## src/rtl/div_seq.sv

```systemverilog
// Multi-cycle radix-2 restoring divider for MIPS DIV/DIVU.
// Returns {remainder, quotient} and holds it until the request is withdrawn.
module div_seq (
  input  logic        clk,
  input  logic        rst,
  input  logic        start_i,
  input  logic        signed_i,
  input  logic [31:0] opdata1_i,
  input  logic [31:0] opdata2_i,
  input  logic        annul_i,
  output logic [63:0] result_o,
  output logic        ready_o,
  output logic        busy_o
);

  typedef enum logic [1:0] {IDLE, ZERO, ON, END} state_t;

  state_t      state;
  logic [5:0]  cnt;
  logic [64:0] dividend;
  logic [31:0] divisor;
  logic        op1_neg;
  logic        quo_neg;

  logic [31:0] abs_op1;
  logic [31:0] abs_op2;
  logic [32:0] diff;
  logic [31:0] quo;
  logic [31:0] rem;

  // Magnitudes are only taken for signed operations with a negative operand.
  assign abs_op1 = (signed_i && opdata1_i[31]) ? (~opdata1_i + 32'd1) : opdata1_i;
  assign abs_op2 = (signed_i && opdata2_i[31]) ? (~opdata2_i + 32'd1) : opdata2_i;

  assign diff = {1'b0, dividend[63:32]} - {1'b0, divisor};
  assign quo  = quo_neg ? (~dividend[31:0] + 32'd1) : dividend[31:0];
  assign rem  = op1_neg ? (~dividend[64:33] + 32'd1) : dividend[64:33];

  assign busy_o = (state == ZERO) || (state == ON);

  always_ff @(posedge clk or posedge rst) begin
    if (rst) begin
      state    <= IDLE;
      cnt      <= 6'd0;
      dividend <= 65'd0;
      divisor  <= 32'd0;
      op1_neg  <= 1'b0;
      quo_neg  <= 1'b0;
      result_o <= 64'd0;
      ready_o  <= 1'b0;
    end else if (annul_i) begin
      state    <= IDLE;
      cnt      <= 6'd0;
      result_o <= 64'd0;
      ready_o  <= 1'b0;
    end else begin
      case (state)
        IDLE: begin
          result_o <= 64'd0;
          ready_o  <= 1'b0;
          if (start_i) begin
            if (opdata2_i == 32'd0) begin
              state <= ZERO;
            end else begin
              state    <= ON;
              cnt      <= 6'd0;
              dividend <= {32'd0, abs_op1, 1'b0};
              divisor  <= abs_op2;
              op1_neg  <= signed_i & opdata1_i[31];
              quo_neg  <= signed_i & (opdata1_i[31] ^ opdata2_i[31]);
            end
          end
        end
        ZERO: begin
          // Division by zero is defined to return all zeros.
          state    <= END;
          result_o <= 64'd0;
          ready_o  <= 1'b1;
        end
        ON: begin
          if (cnt != 6'd32) begin
            if (diff[32]) begin
              dividend <= {dividend[63:0], 1'b0};
            end else begin
              dividend <= {diff[31:0], dividend[31:0], 1'b1};
            end
            cnt <= cnt + 6'd1;
          end else begin
            state    <= END;
            cnt      <= 6'd0;
            result_o <= {rem, quo};
            ready_o  <= 1'b1;
          end
        end
        END: begin
          if (!start_i) begin
            state    <= IDLE;
            result_o <= 64'd0;
            ready_o  <= 1'b0;
          end
        end
        default: state <= IDLE;
      endcase
    end
  end

endmodule

```

## config.mk

```make
export PLATFORM = sky130hd
export DESIGN_NAME = div_seq
export DESIGN_NICKNAME = d
export VERILOG_FILES = /design/src/rtl/div_seq.sv
export SDC_FILE = /design/constraint.sdc
export NUM_CORES = 1
export LEC_CHECK = 0
export CORE_ASPECT_RATIO = 1.25
export CORE_MARGIN = 2
export CORE_UTILIZATION = 55
export DETAILED_ROUTE_END_ITERATION = 16
export PLACE_DENSITY = 0.88
export SLEW_MARGIN = 20
export SYNTH_ARGS = -nofsm -noshare
export SYNTH_HDL_FRONTEND = slang
export SYNTH_SLANG_ARGS = --single-unit
```

## constraint.sdc

```tcl
create_clock -name clk -period 6.95 [get_ports clk]
set_input_delay 1.39 -clock clk [delete_from_list [all_inputs] [get_ports clk]]
set_output_delay 1.39 -clock clk [all_outputs]
set_load 0.005 [all_outputs]
```

* Word level (Yosys, flattened, before mapping)
Cells that the tools add are included.
Storage, ports and cells: bits in registers 172, latch bits 0, memory bits (writable) 0, memory bits (read-only) 0, input bits 69, output and inout port bits 66, word-level logic and storage cells 75, memories kept 0
Cells by class: $add $sub $neg 6, multipliers 0, div/mod/pow operators 0, magnitude comparators 0, equal/unequal tests 11, shift operators 0, muxes and demuxes 28, bitwise operators 9, reductions and logical operators 13
Operators by type and width (number):
- 2-to-1 mux 65 bit | 4
- 2-to-1 mux 64 bit | 3
- one-hot mux 64 bit (3 select lines) | 1
- one-hot mux 65 bit (2 select lines) | 1
- adder 32 x 1 -> 32 bit, second input constant | 4
- 2-to-1 mux 32 bit | 4
- inverter 32 bit | 4
- subtractor 32 x 32 -> 33 bit | 1
- logical NOT 32 bit | 1
- 2-to-1 mux 6 bit | 4
- != test 3 bit, second input constant | 4
- one-hot mux 6 bit (2 select lines) | 1
- 2-to-1 mux 2 bit | 5
- one-hot mux 2 bit (4 select lines) | 1
- adder 6 x 1 -> 6 bit, second input constant | 1
- != test 6 bit, second input constant | 1
- AND reduction 3 bit | 2
- AND reduction 5 bit | 1
- equality test 2 bit, second input constant | 2
- != test 2 bit, second input constant | 2
- one-hot mux 1 bit (4 select lines) | 1
- AND reduction 4 bit | 1
- 2-to-1 mux 1 bit | 3
- nonzero test 3 bit | 1
- other kinds (11) | 14

* Depth between registers and ports, before layout
Gate-level depths: netlist (run 1).
word-level depth 6, gate-level depth with buffers 15, gate-level depth less buffers 13

* Worst setup path after synthesis (run 1)
Ideal clock, no wire load.
kind input to register, from input opdata2_i[0], to register dividend[35], setup time 0.156 ns, arrival 4.154 ns, data required time 6.794 ns, slack 2.640 ns, stages on the path 13, path buffers 2, path through inv_1 ha_1 or3b_2 nor4_1 nand4_1 or4_1 nand3_1 o21ai_1 nor2b_1 clkbuf_1 clkbuf_1 nand3_1 o311ai_0
Between the ends: cells in the longest elaborated chain, start to end 3
Ends and longest elaborated chain:
- start: declaration | line 9 | input logic [31:0] opdata2_i,
- logical NOT 32 bit | line 62 | if (opdata2_i == 32'd0) begin
- != test 2 bit (no line)
- AND reduction 5 bit (no line)
- end signal: assignment | line 67 | dividend <= {32'd0, abs_op1, 1'b0};
- end signal: assignment | line 83 | dividend <= {dividend[63:0], 1'b0};
- end signal: assignment | line 85 | dividend <= {diff[31:0], dividend[31:0], 1'b1};
- end: declaration | line 20 | logic [64:0] dividend;
Every way passes these cells. A chain may end at the register's enable or synchronous reset.

* Final worst setup path (run 1)
from input opdata2_i[1], to register dividend[1]
The elaborated chain is that of the path after synthesis.

==> metrics.md, run 1 <==
| Metric | Value |
|---|---|
| Status | finished, final reports clean |
| Die ar. | 21,440 sq um |
| Avg WL per Cell | between 15 and 20 um |
| Layout Nets | ~1,500 |
| Clock group share of total power | 0.177 |
| Sequential element share of the synthesized area | 0.3859 |
| Max-cap viol count | 0 |
| CP Max Fanout | 44 |
| PostCTS Resize Cnt | 0 |
| GRT overflow | 0 |
| CP Capture Type | flip-flop |
| Max Fclk | 0.1908 GHz |
| Num CTS Buffers | 17 |
| Fillers | between 1,500 and 2,000 |
| Crit share post-route | 0.7542 |
| Placer congestion estimate | 0.9273 |
| Switch share | 0.4343 |
| Worst vdd ir | ~270 uV |
| Post-Syn Instances | between 1,000 and 1,500 |
| Via density | 5.855 |
| Crit path DAT | around 5.6 ns |
| Register share of total power | 0.319 |
| # clock sinks | 172 |
| Synthesis-to-layout area growth | 18.69% |
| DRT iter0 DRCs | 729 |
| Total number of vias | 9,953 |
| H-Tree Depth | 4 |
| #FFs+latches synth | 172 |
| Initial Util | 0.5569 |
| WP data required | 7.26 ns |
| Power Total | ~5.6 mW |
| Max-slew headroom | 0.2840 |
| Post-synth ARST share | 1.000 |
| Root Driver | clkbuf_16 |
| Ratio of cells with drive above 1 in the final layout | 0.04895 |
| First-pass GRT wire length | 45,640 um |
| Detailed placer's ending HPWL | just under 20,000 um |
| Mapped Nets | 1,439 |
| CTS tree | built |
| WS Path Type | primary input to flip-flop |
| CTS clk-pin slew, worst paths | 0.07 ns |
| CP startpoint kind | primary input |
| Setup Total Neg Slack | 0 ns |
| Highest-delay cell along the critical path | nor4_1 |
| Clock buffer depth | 2 |
| Initial antenna violation count | 0 |
| Post-synth EDFFs | 0 |
| GRT Overall Usage | 0.2574 |
| Footprint of the multi-input gates | 6346 sq um |
| Hold Fails Final Rpt | 0 |
| N_diodes | 0 |
| DR pass1 iterations | 7 |
| Comb power frac | 0.504 |
| Syn_area_per_cell | 8.406 sq um |
| Drt drc | 0 |
| Die Span X | 131.4 um |
| Port Buf Inserts | 134 |
| # rows | 58 |
| Least-Margin Pin Slew | 1.074 ns |
| Sequential cell area | 4304 sq um |
| Leak | 5.823 nW |
| Ports | 135 |
| P_int | 3.151 mW |
| Setup bufs post-CTS | 0 |
| Largest net degree at the start of global routing | 124 |
| Post-CTS Hold Buffers | 0 |
| Critical path's top delay family | simple AND/OR/NAND/NOR gates |
| Final setup fails | 0 |
| Vias in the first global route | 9,428 |
| Setup Skew | 0.01003 ns |
| Final ANT Viol Nets | 0 |
| Minimum clock period | 5.242 ns |
| Synth Flop Type | dfrtp_1 |
| Max incr delay on CP | 0.83 ns |
| Drt total wl | 26,970 um |
| Ys Warns | 0 |
| CP bufs+invs | 3 |
| Core area | 20,030 sq um |
| RSZ-0062 raised after global routing | false |
| Synth cell types | 65 |
| NetSw | 2.420 mW |
| Synthesized area | ~11,000 sq um |
| Hold Crit Class | flip-flop to flip-flop |
| Die Ht | 163.2 um |
| Power density over cell area | 420.8 nW/um^2 |
| Critical Path, Cell by Cell | clkdlybuf4s50_1 -> inv_1 -> ha_1 -> or3b_2 -> nor4_1 -> nand4_1 -> or4_1 -> nand3_1 -> o21ai_1 -> nand2_2 -> buf_4 -> o21ai_0 |
| Skew-Pair Late Insertion Delay | 0.44 ns |
| Fin. max-slew vios | 0 |
[sequential cells by signal, summed over array words and instances (netlist names)]
register and cells:
dividend 65, result_o 64, ready_o 1, divisor 32, quo_neg 1, cnt 6, op1_neg 1, state 2
[cell families after synthesis]
kind of cell,share of synthesized area
fa+ha+maj,0.04891
mux,0.01626
buf+inv,0.04711
simple gates,0.1757
flops,0.3859
compound gates,0.2108
xor+xnor,0.1154
[synth_stat cells (all sizes together) (10+ instances only)]
library cell,n,area share
buf,12,0.0053
and3,10,0.0056
or4,24,0.017
mux2i,17,0.015
or3,14,0.0084
o31ai,29,0.020
xnor2,37,0.029
clkbuf,58,0.021
o21ai,179,0.080
ha,42,0.047
inv,58,0.020
a21o,13,0.0087
nor2,87,0.029
xor2,110,0.086
dfrtp,172,0.39
o41ai,16,0.014
o311ai,18,0.014
nor3,11,0.0049
nand2b,11,0.0068
nand2,198,0.067
nand3,25,0.011
a21oi,104,0.047
[path summary, 6_finish.rpt]
path / from / end / slack, ns / depth (start not counted)
max: opdata2_i[1] / dividend[1]$_DFFE_PP0P_ / 1.71 / 12
min: result_o[23]$_DFFE_PP0P_ / result_o[23]$_DFFE_PP0P_ / 0.48 / 2
max reg2reg: dividend[37]$_DFFE_PP0P_ / dividend[42]$_DFFE_PP0P_ / 2.83 / 11
min reg2reg: result_o[23]$_DFFE_PP0P_ / result_o[23]$_DFFE_PP0P_ / 0.48 / 2
max in group asynchronous: rst / cnt[2]$_DFFE_PP0P_ / 4.23 / 3
min in group asynchronous: rst / result_o[29]$_DFFE_PP0P_ / 1.53 / 2
[layer usage]
| layer | up-vias | part of all wire | global-route usage |
|---|---|---|---|
| li1 | 4846 | - | - |
| met1 | 4703 | 0.42 | 0.3295 |
| met2 | 347 | 0.50 | 0.4447 |
| met3 | 57 | 0.052 | 0.04004 |
| met4 | 0 | 0.025 | 0.09387 |
| met5 | - | 0 | 0 |
[area by class of cell]
cell class	count	area share
inverters	58	0.01701
clock inverters	15	0.01408
well taps	270	0.02552
flip-flops and latches	172	0.3251
repair buffers	142	0.1068
multi-input cells	1026	0.4794
clock buffers	17	0.03213
[worst reg2reg max path, stage by stage, from the launching register on]
cell and delay (ns):
dfrtp_1 0.48, ha_1 0.41, a2111o_1 0.44, o21ai_1 0.25, o21ai_0 0.21, a31oi_1 0.42
o21ai_0 0.27, a31oi_1 0.30, o21a_1 0.16, buf_4 0.45, mux2_2 0.44, o21ai_0 0.19
[cells in the final DEF (no fill, tap or decap), types with 37 or more instances in the layout]
master / netlist / final
o21ai_0: 174 / 174
nor2_1: 87 / 87
clkdlybuf4s50_1: 0 / 134
xnor2_1: 37 / 37
inv_1: 58 / 57
nand2_1: 198 / 197
xor2_1: 110 / 110
ha_1: 42 / 41
dfrtp_1: 172 / 172
a21oi_1: 104 / 104
[stage by stage]
step             util  setup slack [ns]  cells  hold slack (ns)  area (sq um)
3_5_place_dp   0.6301             1.179   1668           0.4699         12620
6_report       0.6610             1.708   1700           0.4790         13240
5_1_grt        0.6610             1.291   1700           0.5035         13240
3_3_place_gp   0.6301             1.327   1668           0.4602         12620
2_1_floorplan       -            0.8999   1327           0.4485         11150
4_1_cts        0.6606             1.620   1700           0.4842         13230
[power by group through the flow]
| stage | sequential, mW | clock [mW] | combinational (mW) |
|---|---|---|---|
| after global routing | 1.84 | 1.05 | 3.13 |
| after detailed placement | 1.78 | 0 | 2.77 |
| after floorplan | 1.65 | 0 | 2.08 |
| after global placement | 1.76 | 0 | 2.67 |
| final | 1.78 | 0.989 | 2.81 |
| after CTS | 1.77 | 0.998 | 2.79 |
(Power assumes the default switching activity.)
==> inputs of run 2 (changes only) <==
==> constraint.sdc (replaced) <==
create_clock -name clk -period 5.08 [get_ports clk]
set_input_delay 1.016 -clock clk [delete_from_list [all_inputs] [get_ports clk]]
set_output_delay 1.016 -clock clk [all_outputs]
set_load 0.005 [all_outputs]
==> run 2 against run 1 <==
Setup slack lost 0.84 ns. Clock power up 29%. Design area up 0.10%. Final cell count up 0.29%. Via count up 0.40%. Global-route usage is 0.18 points higher. Largest cell class unchanged.
==> metrics.md, run 2 (synthesized netlist as in run 1, its figures left out) <==
| Metric | Value |
|---|---|
| Post-CTS Hold Buffers | 0 (unchanged) |
| First-pass GRT wire length | 45,750 um (was 45,640 um) |
| Drt total wl | 27,510 um (was 26,970 um) |
| Power density over cell area | 572.0 nW/um^2 (was 420.8 nW/um^2) |
| Num CTS Buffers | 17 (unchanged) |
| Layout Nets | 1,534 (was 1,529) |
| # clock sinks | 172 (unchanged) |
| CTS clk-pin slew, worst paths | 0.06 ns (was 0.07 ns) |
| Die ar. | 21,440 sq um (unchanged) |
| Hold Fails Final Rpt | 0 (unchanged) |
| Max incr delay on CP | 0.51 ns (was 0.83 ns) |
| CP most frequent cell | buf_4 |
| Final ANT Viol Nets | 0 (unchanged) |
| Leak | 5.828 nW (was 5.823 nW) |
| GRT Overall Usage | 0.2592 (was 0.2574) |
| Final setup fails | 0 (unchanged) |
| Total number of vias | 9,993 (was 9,953) |
| Ports | 135 (unchanged) |
| Commonest non-fill, non-tap cell in the layout | nand2_1 (unchanged) |
| Detailed placer's ending HPWL | 20,060 um (was 19,610 um) |
| Largest net degree at the start of global routing | 91 (was 124) |
| Root Driver | clkbuf_16 (unchanged) |
| CTS tree | built (unchanged) |
| Synthesis-to-layout area growth | 18.81% (was 18.69%) |
| Top reg by flops | dividend (unchanged) |
| WS Path Type | primary input to flip-flop (unchanged) |
| Die Ht | 163.2 um (unchanged) |
| Die Span X | 131.4 um (unchanged) |
| Max Fclk | 0.2376 GHz |
| Core area | 20,030 sq um (unchanged) |
| Critical path's top delay family | simple AND/OR/NAND/NOR gates (unchanged) |
| # rows | 58 (unchanged) |
| Fin. max-slew vios | 0 (unchanged) |
| DR pass1 iterations | 8 (was 7) |
| Largest regs | dividend (65), result_o (64), divisor (32) (unchanged) |
| Port Buf Inserts | 134 (unchanged) |
| Critical Path, Cell by Cell | clkdlybuf4s50_1 -> inv_1 -> ha_1 -> or3b_2 -> nor4_1 -> buf_4 -> nand4_1 -> or4_1 -> nand3_1 -> o21ai_1 -> nor2b_1 -> buf_4 -> a221o_1 (was clkdlybuf4s50_1 -> inv_1 -> ha_1 -> or3b_2 -> nor4_1 -> nand4_1 -> or4_1 -> nand3_1 -> o21ai_1 -> nand2_2 -> buf_4 -> o21ai_0) |
| Drt drc | 0 (unchanged) |
| CP Capture Type | flip-flop (unchanged) |
| Avg WL per Cell | 16.14 um (was 15.87 um) |
| Setup bufs post-CTS | 0 (unchanged) |
| Crit share post-route | 0.8283 |
| Vias in the first global route | 9,536 (was 9,428) |
| WP data required | 5.39 ns (was 7.26 ns) |
| Status | finished, final reports clean (unchanged) |
| Placer congestion estimate | 0.9190 (was 0.9273) |
| Max-slew headroom | 0.2884 (was 0.2840) |
| Max-cap viol count | 0 (unchanged) |
| Via density | 5.861 (was 5.855) |
| Initial antenna violation count | 0 (unchanged) |
| Initial Util | 0.5569 (unchanged) |
| H-Tree Depth | 4 (unchanged) |
| Hold Crit Class | flip-flop to flip-flop (unchanged) |
| Highest-delay cell along the critical path | or4_1 (was nor4_1) |
| Ratio of cells with drive above 1 in the final layout | 0.05157 (was 0.04895) |
| RSZ-0062 raised after global routing | false (unchanged) |
| DRT iter0 DRCs | 679 (was 729) |
| PostCTS Resize Cnt | 0 (unchanged) |
| CP startpoint kind | primary input (unchanged) |
| CP bufs+invs | 4 (was 3) |
| Least-Margin Pin Slew | 1.067 ns (was 1.074 ns) |
| Worst vdd ir | 311.6 uV (was 270.3 uV) |
| N_diodes | 0 (unchanged) |
| GRT overflow | 0 (unchanged) |
| Skew-Pair Late Insertion Delay | 0.43 ns (was 0.44 ns) |
| Setup Total Neg Slack | 0 ns (unchanged) |
| Crit path DAT | 4.52 ns (was 5.55 ns) |
| Most frequent cells in the layout | nand2_1 (197), o21ai_0 (174), dfrtp_1 (172) (unchanged) |
| Setup Skew | 0.01028 ns (was 0.01003 ns) |
| CP Max Fanout | 21 (was 44) |
| Max reg flops | 65 (unchanged) |
| Clock buffer depth | 2 (unchanged) |
| Minimum clock period | 4.208 ns |
| Power Total | 7.581 mW (was 5.571 mW) |
run 2: cell type report:
type / count / area (sq um)
Multi-Input combinational cell: 1026 / 6341
Clock inverter: 13 / 131.4
Timing Repair Buffer: 147 / 1464
Inverter: 58 / 221.5
Clock buffer: 19 / 452.9
Tap cell: 270 / 337.8
Fill cell: 1615 / 6777
Sequential cell: 172 / 4304
run 2: stage by stage:
step                worst slack (ns)  area, sq um  instances    util  hold WS (ns)
finish                        0.8721        13250       1705  0.6617        0.4773
CTS                           0.9598        13250       1705  0.6617        0.4839
floorplan                      1.144        11160       1327       -        0.4485
detailed placement            0.5173        12670       1673  0.6325        0.4687
global placement              0.6406        12670       1673  0.6325        0.4601
global route                  0.6227        13250       1705  0.6617        0.5036
run 2: per-layer routing:
layer / up-vias / wire length, um / GRT usage / part of all wire
li1: 4852 / - / - / -
met1: 4745 / 11610 / 0.3249 / 0.42
met2: 355 / 13790 / 0.4562 / 0.50
met3: 41 / 1633 / 0.04438 / 0.059
met4: 0 / 483 / 0.08794 / 0.018
met5: - / 0 / 0 / 0
run 2: worst paths after layout:
path                                     startpoint  slack (ns)                       end  depth (start not counted)
max in group asynchronous                       rst        2.91   result_o[5]$_DFFE_PP0P_                          3
min reg2reg                result_o[23]$_DFFE_PP0P_        0.48  result_o[23]$_DFFE_PP0P_                          2
min in group asynchronous                       rst        1.14  result_o[39]$_DFFE_PP0P_                          2
min                        result_o[23]$_DFFE_PP0P_        0.48  result_o[23]$_DFFE_PP0P_                          2
max                                    opdata2_i[1]        0.87  dividend[32]$_DFFE_PP0P_                         13
max reg2reg                dividend[37]$_DFFE_PP0P_        0.91  dividend[42]$_DFFE_PP0P_                         11
run 2: where the power goes:
part | internal [mW] | switching, mW | total, mW
Combinational | 1.67 | 2.18 | 3.85
Clock | 0.713 | 0.568 | 1.28
Sequential | 1.86 | 0.591 | 2.45
Total | 4.24 | 3.34 | 7.58
run 2: tightest hold or removal path, delay by kind of cell, from the launching register on:
family,cells,cell delay [ns]
AND/OR/NAND/NOR,1,0.05
AO/OA/AOI/OAI,1,0.06
flip-flops,1,0.34
==> inputs of run 3 (changes only) <==
--- a/config.mk
+++ b/config.mk
@@ -7,9 +7,9 @@
 export LEC_CHECK = 0
 export CORE_ASPECT_RATIO = 1.25
 export CORE_MARGIN = 2
-export CORE_UTILIZATION = 55
+export CORE_UTILIZATION = 52
 export DETAILED_ROUTE_END_ITERATION = 16
-export PLACE_DENSITY = 0.88
+export PLACE_DENSITY = 0.87
 export SLEW_MARGIN = 20
 export SYNTH_ARGS = -nofsm -noshare
 export SYNTH_HDL_FRONTEND = slang
==> constraint.sdc (replaced) <==
create_clock -name clk -period 3.6 [get_ports clk]
set_input_delay 0.72 -clock clk [delete_from_list [all_inputs] [get_ports clk]]
set_output_delay 0.72 -clock clk [all_outputs]
set_load 0.005 [all_outputs]
==> run 3 against run 2 <==
Non-clock buffer count is 81 higher. First-iteration DRC count is 6.9% higher. Register-to-register slack worse by 0.85 ns. Design area is 6.3% higher. Die area is 5.6% higher. Clock power is 41% higher. Sequential share of layout area is 1.9 points lower. Critical path depth is 5 lower. Count of clock-buffer cells in the layout stayed put. Setup slack worse by 0.81 ns. Hold slack better by 0.0043 ns. Critical endpoint is now result_o[31]$_DFFE_PP0P_.
==> metrics.md, run 3 (synthesized netlist as in run 1, its figures left out) <==
| Metric | Value |
|---|---|
| Most Crowded Layer GR | met2 (unchanged) |
| Status | finished, final reports clean (unchanged) |
| Ratio of cells with drive above 1 in the final layout | 0.1095 (was 0.05157) |
| Via density | 5.893 (was 5.861) |
| Critical Path Sink | result_o[31]$_DFFE_PP0P_ (was dividend[32]$_DFFE_PP0P_) |
| Max-cap viol count | 0 (unchanged) |
| CP startpoint kind | flip-flop (was primary input) |
| CP Capture Type | flip-flop (unchanged) |
| Skew-Pair Late Insertion Delay | 0.44 ns (was 0.43 ns) |
| Placer congestion estimate | 0.9816 (was 0.9190) |
| Met3 Track Usage GR | 0.05117 (was 0.04438) |
| Total number of vias | 10,548 (was 9,993) |
| GRT Overall Usage | 0.2625 (was 0.2592) |
| FF-to-FF Start | dividend[1]$_DFFE_PP0P_ (was dividend[37]$_DFFE_PP0P_) |
| # rows | 59 (was 58) |
| Vias in the first global route | 10,314 (was 9,536) |
| Num CTS Buffers | 17 (unchanged) |
| Detailed placer's ending HPWL | 21,760 um (was 20,060 um) |
| Max Fclk | between 0.2 and 0.3 GHz |
| Initial Util | 0.5320 (was 0.5569) |
| Clock buffer depth | 2 (unchanged) |
| Grt met1 use | 0.3164 (was 0.3249) |
| Post-route insts no fill | 1,790 (was 1,705) |
| Die Span X | 135 um (was 131.4 um) |
| CTS tree | built (unchanged) |
| DR pass1 iterations | 5 (was 8) |
| Fin. max-slew vios | 0 (unchanged) |
| Max-slew headroom | 0.2005 (was 0.2884) |
| Final setup fails | 0 (unchanged) |
| Drt total wl | 29,860 um (was 27,510 um) |
| GR Layer Usage met2 | 0.4580 (was 0.4562) |
| Hold path depth | 2 (unchanged) |
| Largest regs | dividend (65), result_o (64), divisor (32) (unchanged) |
| CP Max Fanout | 6 (was 21) |
| Crit share post-route | 0.9826 |
| GRT overflow | 0 (unchanged) |
| Die Ht | 167.8 um (was 163.2 um) |
| Setup crit start | dividend[1]$_DFFE_PP0P_ (was opdata2_i[1]) |
| Crit path DAT | 3.84 ns (was 4.52 ns) |
| Setup Skew | 0.01033 ns (was 0.01028 ns) |
| WS Path Type | flip-flop to flip-flop (was primary input to flip-flop) |
| Final ANT Viol Nets | 0 (unchanged) |
| Hold WS | 0.4816 ns (was 0.4773 ns) |
| Leak | 6.285 nW (was 5.828 nW) |
| N_diodes | 0 (unchanged) |
| Least-Margin Pin Slew | 1.199 ns (was 1.067 ns) |
| Fillers | 1,617 (was 1,615) |
| First-pass GRT wire length | 48,470 um (was 45,750 um) |
| Largest net degree at the start of global routing | 64 (was 91) |
| Layout Nets | 1,615 (was 1,534) |
| Worst vdd ir | 498.0 uV (was 311.6 uV) |
| Most frequent cells in the layout | nand2_1 (197), dfrtp_1 (172), o21ai_0 (171) (was nand2_1 (197), o21ai_0 (174), dfrtp_1 (172)) |
| Core area | 20,970 sq um (was 20,030 sq um) |
| DRT iter0 DRCs | 726 (was 679) |
| Synthesis-to-layout area growth | 26.26% (was 18.81%) |
| CTS clk-pin slew, worst paths | 0.07 ns (was 0.06 ns) |
| Power density over cell area | 809.7 nW/um^2 (was 572.0 nW/um^2) |
| Reg2reg setup slack | 0.06 ns (was 0.91 ns) |
| Root Driver | clkbuf_16 (unchanged) |
| Power Total | 11.40 mW (was 7.581 mW) |
| Initial antenna violation count | 1 (was 0) |
| WP data required | 3.90 ns (was 5.39 ns) |
| H-Tree Depth | 4 (unchanged) |
| Drt drc | 0 (unchanged) |
| Commonest non-fill, non-tap cell in the layout | nand2_1 (unchanged) |
| Port Buf Inserts | 134 (unchanged) |
| Ports | 135 (unchanged) |
| Top reg by flops | dividend (unchanged) |
| Max reg flops | 65 (unchanged) |
| Hold Crit Class | flip-flop to flip-flop (unchanged) |
| Minimum clock period | 3.537 ns |
| R2R depth | 8 (was 11) |
| Die ar. | 22,650 sq um (was 21,440 sq um) |
| # clock sinks | 172 (unchanged) |
| Hold Fails Final Rpt | 0 (unchanged) |
| Critical R2R Capture | result_o[31]$_DFFE_PP0P_ (was dividend[42]$_DFFE_PP0P_) |
| DP Cell Count | 1,755 (was 1,673) |
| Avg WL per Cell | 16.68 um (was 16.14 um) |
run 3: changes by cell type in the layout (fill, tap and decap cells not counted), sizes merged:
cell / delta
inv: +1
clkbuf: +3
buf: +78
clkinv: -4
clkinvlp: +3
run 3: worst min path at each step:
stage | startpoint | endpoint
after CTS | result_o[55]$_DFFE_PP0P_ | result_o[55]$_DFFE_PP0P_
after global routing | result_o[18]$_DFFE_PP0P_ | result_o[18]$_DFFE_PP0P_
after floorplan | divisor[31]$_DFFE_PP0P_ | divisor[31]$_DFFE_PP0P_
final | result_o[55]$_DFFE_PP0P_ | result_o[55]$_DFFE_PP0P_
after global placement | result_o[52]$_DFFE_PP0P_ | result_o[52]$_DFFE_PP0P_
after detailed placement | result_o[55]$_DFFE_PP0P_ | result_o[55]$_DFFE_PP0P_
run 3: area by class of cell:
| cell class | instances | area (sq um) | area share |
|---|---|---|---|
| well taps | 274 | 342.8 | 0.02434 |
| clock buffers | 19 | 442.9 | 0.03145 |
| flip-flops and latches | 172 | 4304 | 0.3056 |
| clock inverters | 13 | 131.4 | 0.009328 |
| repair buffers | 228 | 2212 | 0.1571 |
| inverters | 58 | 221.5 | 0.01572 |
| multi-input cells | 1026 | 6429 | 0.4565 |
run 3: power by group:
group	switching, mW	leakage (nW)	internal [mW]
combinational	3.42	3.76	2.79
clock	0.815	0.271	0.988
sequential	0.771	2.25	2.62
run 3: worst max-delay path, cell delays in order, from the launching register on:
cell and delay, ns:
dfrtp_1 0.45, or4_1 0.55, or4_4 0.45, or3_4 0.38, or4_4 0.46, or4_4 0.51
o31ai_4 0.29, xor2_1 0.21, o21ai_0 0.10
run 3: what timing repair did:
| action | 4_1_cts | 5_1_grt |
|---|---|---|
| pin swaps | 0 | 2 |
| endpoints found under the setup margin | 19 | 57 |
| gates cloned | 0 | 3 |
| gates resized for setup | 3 | 16 |
| hold buffers | 0 | 0 |
| setup buffers | 0 | 0 |
run 3: through the flow:
step | util | TNS (ns) | setup slack, ns | area, sq um
after CTS | 0.6645 | 0 | 0.01799 | 13930
final | 0.6718 | 0 | 0.06276 | 14080
after detailed placement | 0.6369 | -21.96 | -0.3798 | 13350
after floorplan | - | 0 | 0.1328 | 11160
after global placement | 0.6369 | -14.10 | -0.2511 | 13350
after global routing | 0.6718 | -0.06007 | -0.02622 | 14080
run 3: metal layers:
metal | vias up | part of all wire
li1 | 5013 | -
met4 | 2 | 0.035
met1 | 4973 | 0.39
met5 | - | 0.00044
met3 | 94 | 0.068
met2 | 466 | 0.50
==> patch 1: new RTL, settings of run 1 <==
Encoding of `state_t`: now one-hot (4 bits for 4 states).
--- a/src/rtl/div_seq.sv
+++ b/src/rtl/div_seq.sv
@@ -13,7 +13,7 @@
   output logic        busy_o
 );
 
-  typedef enum logic [1:0] {IDLE, ZERO, ON, END} state_t;
+  typedef enum logic [3:0] {IDLE = 4'b0001, ZERO = 4'b0010, ON = 4'b0100, END = 4'b1000} state_t;
 
   state_t      state;
   logic [5:0]  cnt;
Behaviour: same outputs for any inputs over 4 cycles, from zero or initial values and one cycle with rst high; so few cycles prove little.
==> patch 1 against run 1 <==
  * Worst setup slack better by 630 ps
  * Highest routed layer unchanged
  * Hold slack about the same
  * Cell area up 2.6%
  * Critical path type unchanged
  * Largest cell class unchanged
  * Synthesized area up 2.9%
  * Critical endpoint is now divisor[16]
  * Non-clock buffer count up 3
  * Routed wire length up 11%
  * Sequential cell count up 2
Power is not compared: it rests on default switching activity, and its combinational part moved more than twofold at a synthesized area within 25%.
==> patch 1: results (changes against run 1) <==
post-synthesis sequential area ratio - 37.9% (was 38.6%)
GP Congestion - 0.902 (was 0.927)
met2 WL - 14.8 mm (was 13.5 mm)
synth cell count leaders - nand2_1 (202), o21ai_0 (184), dfrtp_1 (173), xor2_1 (100), a21oi_1 (91) (was nand2_1 (198), o21ai_0 (174), dfrtp_1 (172), xor2_1 (110), a21oi_1 (104))
initial DRC count - 976 (was 729)
Slowest Stage Delay on Critical Path - 800 ps (was 830 ps)
post-synth net total - 1503 (was 1439)
GRT Util Overall - 27.8% (was 25.7%)
Place WS - 1930 ps (was 1180 ps)
met3 WL - 1.84 mm (was 1.40 mm)
arrival time worst endpoint - 4960 ps (was 5550 ps)
worst-path fanout max - 26 (was 44)
first-pass GRT wire length - 49.8 mm (was 45.6 mm)
Fin Clk Skew - 8.85 ps (was 10.0 ps)
Nets - 1590 (was 1529)
Slew @ Worst Pin - 1110 ps (was 1070 ps)
largest net degree at the start of global routing - 111 (was 124)
vias in the first global route - 10.4k (was 9428)
GRT met1 Usage - 34.3% (was 33.0%)
# fillers - 1690 (was 1597)
layout cells sized above 1 - 4.55% (was 4.90%)
top post-synthesis cells by area - dfrtp_1 (38%), o21ai_0 (8.0%), xor2_1 (7.6%) (was dfrtp_1 (39%), xor2_1 (8.6%), o21ai_0 (7.8%))
dpl hpwl - 21.8 mm (was 19.6 mm)
status - finished, final reports clean (unchanged)
Detailed Route WL - 29.9 mm (was 27.0 mm)
via count - 10.7k (was 9953)
Crit-path slowest cell - nand3_1 (was nor4_1)
wl on met1 - 12.2 mm (was 11.4 mm)
met2 Use GR - 48.3% (was 44.5%)
==> patch 1: cell count changes in the layout (fill, tap and decap cells not counted), sizes merged, moves of 8 or more <==
| cell | before | now |
|---|---|---|
| o211ai | 2 | 12 |
| xor2 | 110 | 100 |
| nand3 | 25 | 79 |
| mux2i | 17 | 6 |
| or3 | 14 | 25 |
| o311ai | 18 | 7 |
| or4 | 24 | 14 |
| nor4 | 6 | 15 |
| a21oi | 104 | 91 |
| o21ai | 179 | 187 |
==> patch 1: stage by stage <==
step | power (mW) | std cells | instance area (um^2)
2_1_floorplan | 1.79 | 1394 | 11500
3_3_place_gp | 1.99 | 1736 | 13000
3_5_place_dp | 2.02 | 1736 | 13000
4_1_cts | 2.97 | 1768 | 13600
5_1_grt | 3.15 | 1768 | 13600
6_report | 2.98 | 1768 | 13600
==> patch 1: final timing paths <==
check | startpoint | cells after the start | to | slack, ps
max | opdata2_i[7] | 9 | divisor[16] | 2340
min reg2reg | result_o[26] | 2 | result_o[26] | 480
max reg2reg | dividend[32] | 12 | dividend[36] | 2410
max in group asynchronous | rst | 3 | dividend[35] | 4020
min in group asynchronous | rst | 2 | result_o[6] | 1560
min | result_o[26] | 2 | result_o[26] | 480
==> patch 1: final cells by class <==
type | count | area [um^2] | share of cell area (%)
Clock buffer | 19 | 433 | 3.19
Sequential cell | 174 | 4360 | 32.1
Multi-Input combinational cell | 1092 | 6670 | 49.1
Clock inverter | 13 | 155 | 1.14
Timing Repair Buffer | 145 | 1420 | 10.5
Inverter | 51 | 196 | 1.45
Tap cell | 274 | 343 | 2.52
==> patch 1: kinds of logic after synthesis <==
group	Yosys count	share of synthesized area [%]
fa+ha+maj	40	4.43
buf+inv	128	4.24
mux	6	0.523
xor+xnor	143	10.9
flops	174	37.9
compound gates	413	21.9
simple gates	490	20.1
==> patch 2: new RTL, flow settings as in run 1 <==
Without the edit above. Make the reset (`rst`) synchronous in one clocked block.
--- a/src/rtl/div_seq.sv
+++ b/src/rtl/div_seq.sv
@@ -38,7 +38,7 @@
 
   assign busy_o = (state == ZERO) || (state == ON);
 
-  always_ff @(posedge clk or posedge rst) begin
+  always_ff @(posedge clk) begin
     if (rst) begin
       state    <= IDLE;
       cnt      <= 6'd0;
Function: differs if rst is asserted again (counterexample within 4 cycles, from zero or initial values and one cycle with rst high); with rst held inactive, the same outputs for 4 cycles.
==> patch 2 against run 1 <==
  * Cell area fell by 2.8%
  * Routed wire length up 13%
  * Synthesized cell count grew 6.9%
  * Largest cell class unchanged
  * Register-to-register slack gained 500 ps
  * Synthesized area is 3.0% lower
  * Global-route usage increased by 3.7 points
  * Worst setup slack better by 560 ps
  * Sequential cell count is the same
  * Non-clock buffer count increased by 5
  * Critical path type unchanged
  * Sequential share of layout area fell by 5.8 points
Power is not compared: it rests on default switching activity, and its combinational part moved more than twofold at a synthesized area within 25%.
==> patch 2: results (changes against run 1) <==
Nets - 1618 (was 1529)
Place WS - 1950 ps (was 1180 ps)
worst-case reg-to-reg path depth - 11 (unchanged)
Post-CTS Setup Repair Bufs - 0 (unchanged)
post-synthesis sequential area ratio - 31.8% (was 38.6%)
worst min path class - register to register (unchanged)
Avg WL per Cell - 17.0 um (was 15.9 um)
initial antenna violation count - 1 (was 0)
Num CTS Buffers - 17 (unchanged)
# port buffers - 134 (unchanged)
worst skew pair latency - 440 ps (about the same)
dpl cell area - 12300 um^2 (was 12600 um^2)
synth warn - 0 (unchanged)
H-tree Lvls - 4 (unchanged)
Main synth FF type - dfxtp_1 (was dfrtp_1)
# fillers - 1652 (was 1597)
Fin Clk Skew - 8.19 ps (was 10.0 ps)
Min-Delay Path Depth - 2 (unchanged)
largest net degree at the start of global routing - 73 (was 124)
Finished Core Util - 66.3% (was 66.1%)
vias per inst - 5.90 (was 5.85)
First-pass DRT Iterations - 5 (was 7)
Yosys cell types - 69 (was 65)
Slowest Stage Delay on Critical Path - 590 ps (was 830 ps)
Max Root-Sink Buffers - 2 (unchanged)
syn avg cell area - 7.63 um^2 (was 8.41 um^2)
dpl hpwl - 22.6 mm (was 19.6 mm)
ys async rst share - 0% (was 100%)
# setup viols final - 0 (unchanged)
Worst-path clk slew - 70 ps (about the same)
Top Registers - dividend: 65 flops, result_o: 64 flops, divisor: 32 flops (unchanged)
layout cells sized above 1 - 4.74% (was 4.90%)
f_max - 0.214 GHz (was 0.191 GHz)
post-synth net total - 1530 (was 1439)
Slew @ Worst Pin - 1120 ps (was 1070 ps)
top post-synthesis cells by area - dfxtp_1 (32%), nand2_1 (7.8%), xnor2_1 (7.2%) (was dfrtp_1 (39%), xor2_1 (8.6%), o21ai_0 (7.8%))
initial DRC count - 751 (was 729)
status - finished, final reports clean (unchanged)
PostCTS Resize Cnt - 0 (unchanged)
Non-Filler Instances - 1785 (was 1700)
first-pass GRT wire length - 49.1 mm (was 45.6 mm)
vias in the first global route - 10.3k (was 9428)
worst-path fanout max - 35 (was 44)
synth cell count leaders - nand2_1 (226), dfxtp_1 (172), nor2_1 (116), a21oi_1 (112), o21ai_0 (101) (was nand2_1 (198), o21ai_0 (174), dfrtp_1 (172), xor2_1 (110), a21oi_1 (104))
maximum vdd drop - 0.000162 V
clk root buf - clkbuf_16 (unchanged)
GRT Util Overall - 29.5% (was 25.7%)
Crit-path slowest cell - or4_1 (was nor4_1)
GP Congestion - 0.965 (was 0.927)
leak pwr - 4.76 nW
-- patch 2: cell type report --
type	count	area, um^2	share of cell area (%)
Inverter	57	214	1.66
Tap cell	265	332	2.58
Clock buffer	19	453	3.52
Clock inverter	13	109	0.846
Timing Repair Buffer	147	1430	11.1
Sequential cell	172	3440	26.8
Multi-Input combinational cell	1111	6880	53.5
Antenna cell	1	2.50	0.0194
-- patch 2: path summary, 6_finish.rpt --
check | start | end | slack [ps]
worst max register to register | dividend[33] | dividend[61] | 3330
worst min register to register | result_o[60] | result_o[60] | 440
worst min-delay path | result_o[60] | result_o[60] | 440
worst max-delay path | opdata2_i[4] | dividend[60] | 2270
-- patch 2: critical path, delay by kind of cell --
family                 cells  cell delay [ps]
buffers and inverters      3             1020
and+or+nand+nor            6             2120
AOI/OAI and AO/OA          3              500
-- patch 2: power breakdown --
group	internal [mW]	switching [mW]
clock network	0.484	0.425
registers	1.02	0.0296
logic	0.200	0.289
-- patch 2: cell families (layout without fill, tap and decap cells) --
kind of cell | count (synthesis) | after routing | share of synthesized area [%]
AOI/OAI and AO/OA | 413 | 413 | 23.9
xor gates and xnor gates | 149 | 149 | 12.1
adders and majority gates | 43 | 43 | 5.04
buffers and inverters | 135 | 236 | 4.74
DFF | 172 | 172 | 31.8
muxes | 18 | 18 | 1.68
other | 0 | 1 | 0
and+or+nand+nor | 488 | 488 | 20.8
-- patch 2: per-layer routing --
layer | up-vias | share of wire, % | wire [um] | track usage [%]
met5 | - | 0 | 0 | 0
li1 | 5162 | - | - | -
met3 | 127 | 4.8 | 1460 | 4.43
met4 | 0 | 6.6 | 2000 | 19.4
met1 | 4856 | 37 | 11300 | 31.5
met2 | 379 | 51 | 15600 | 52.9
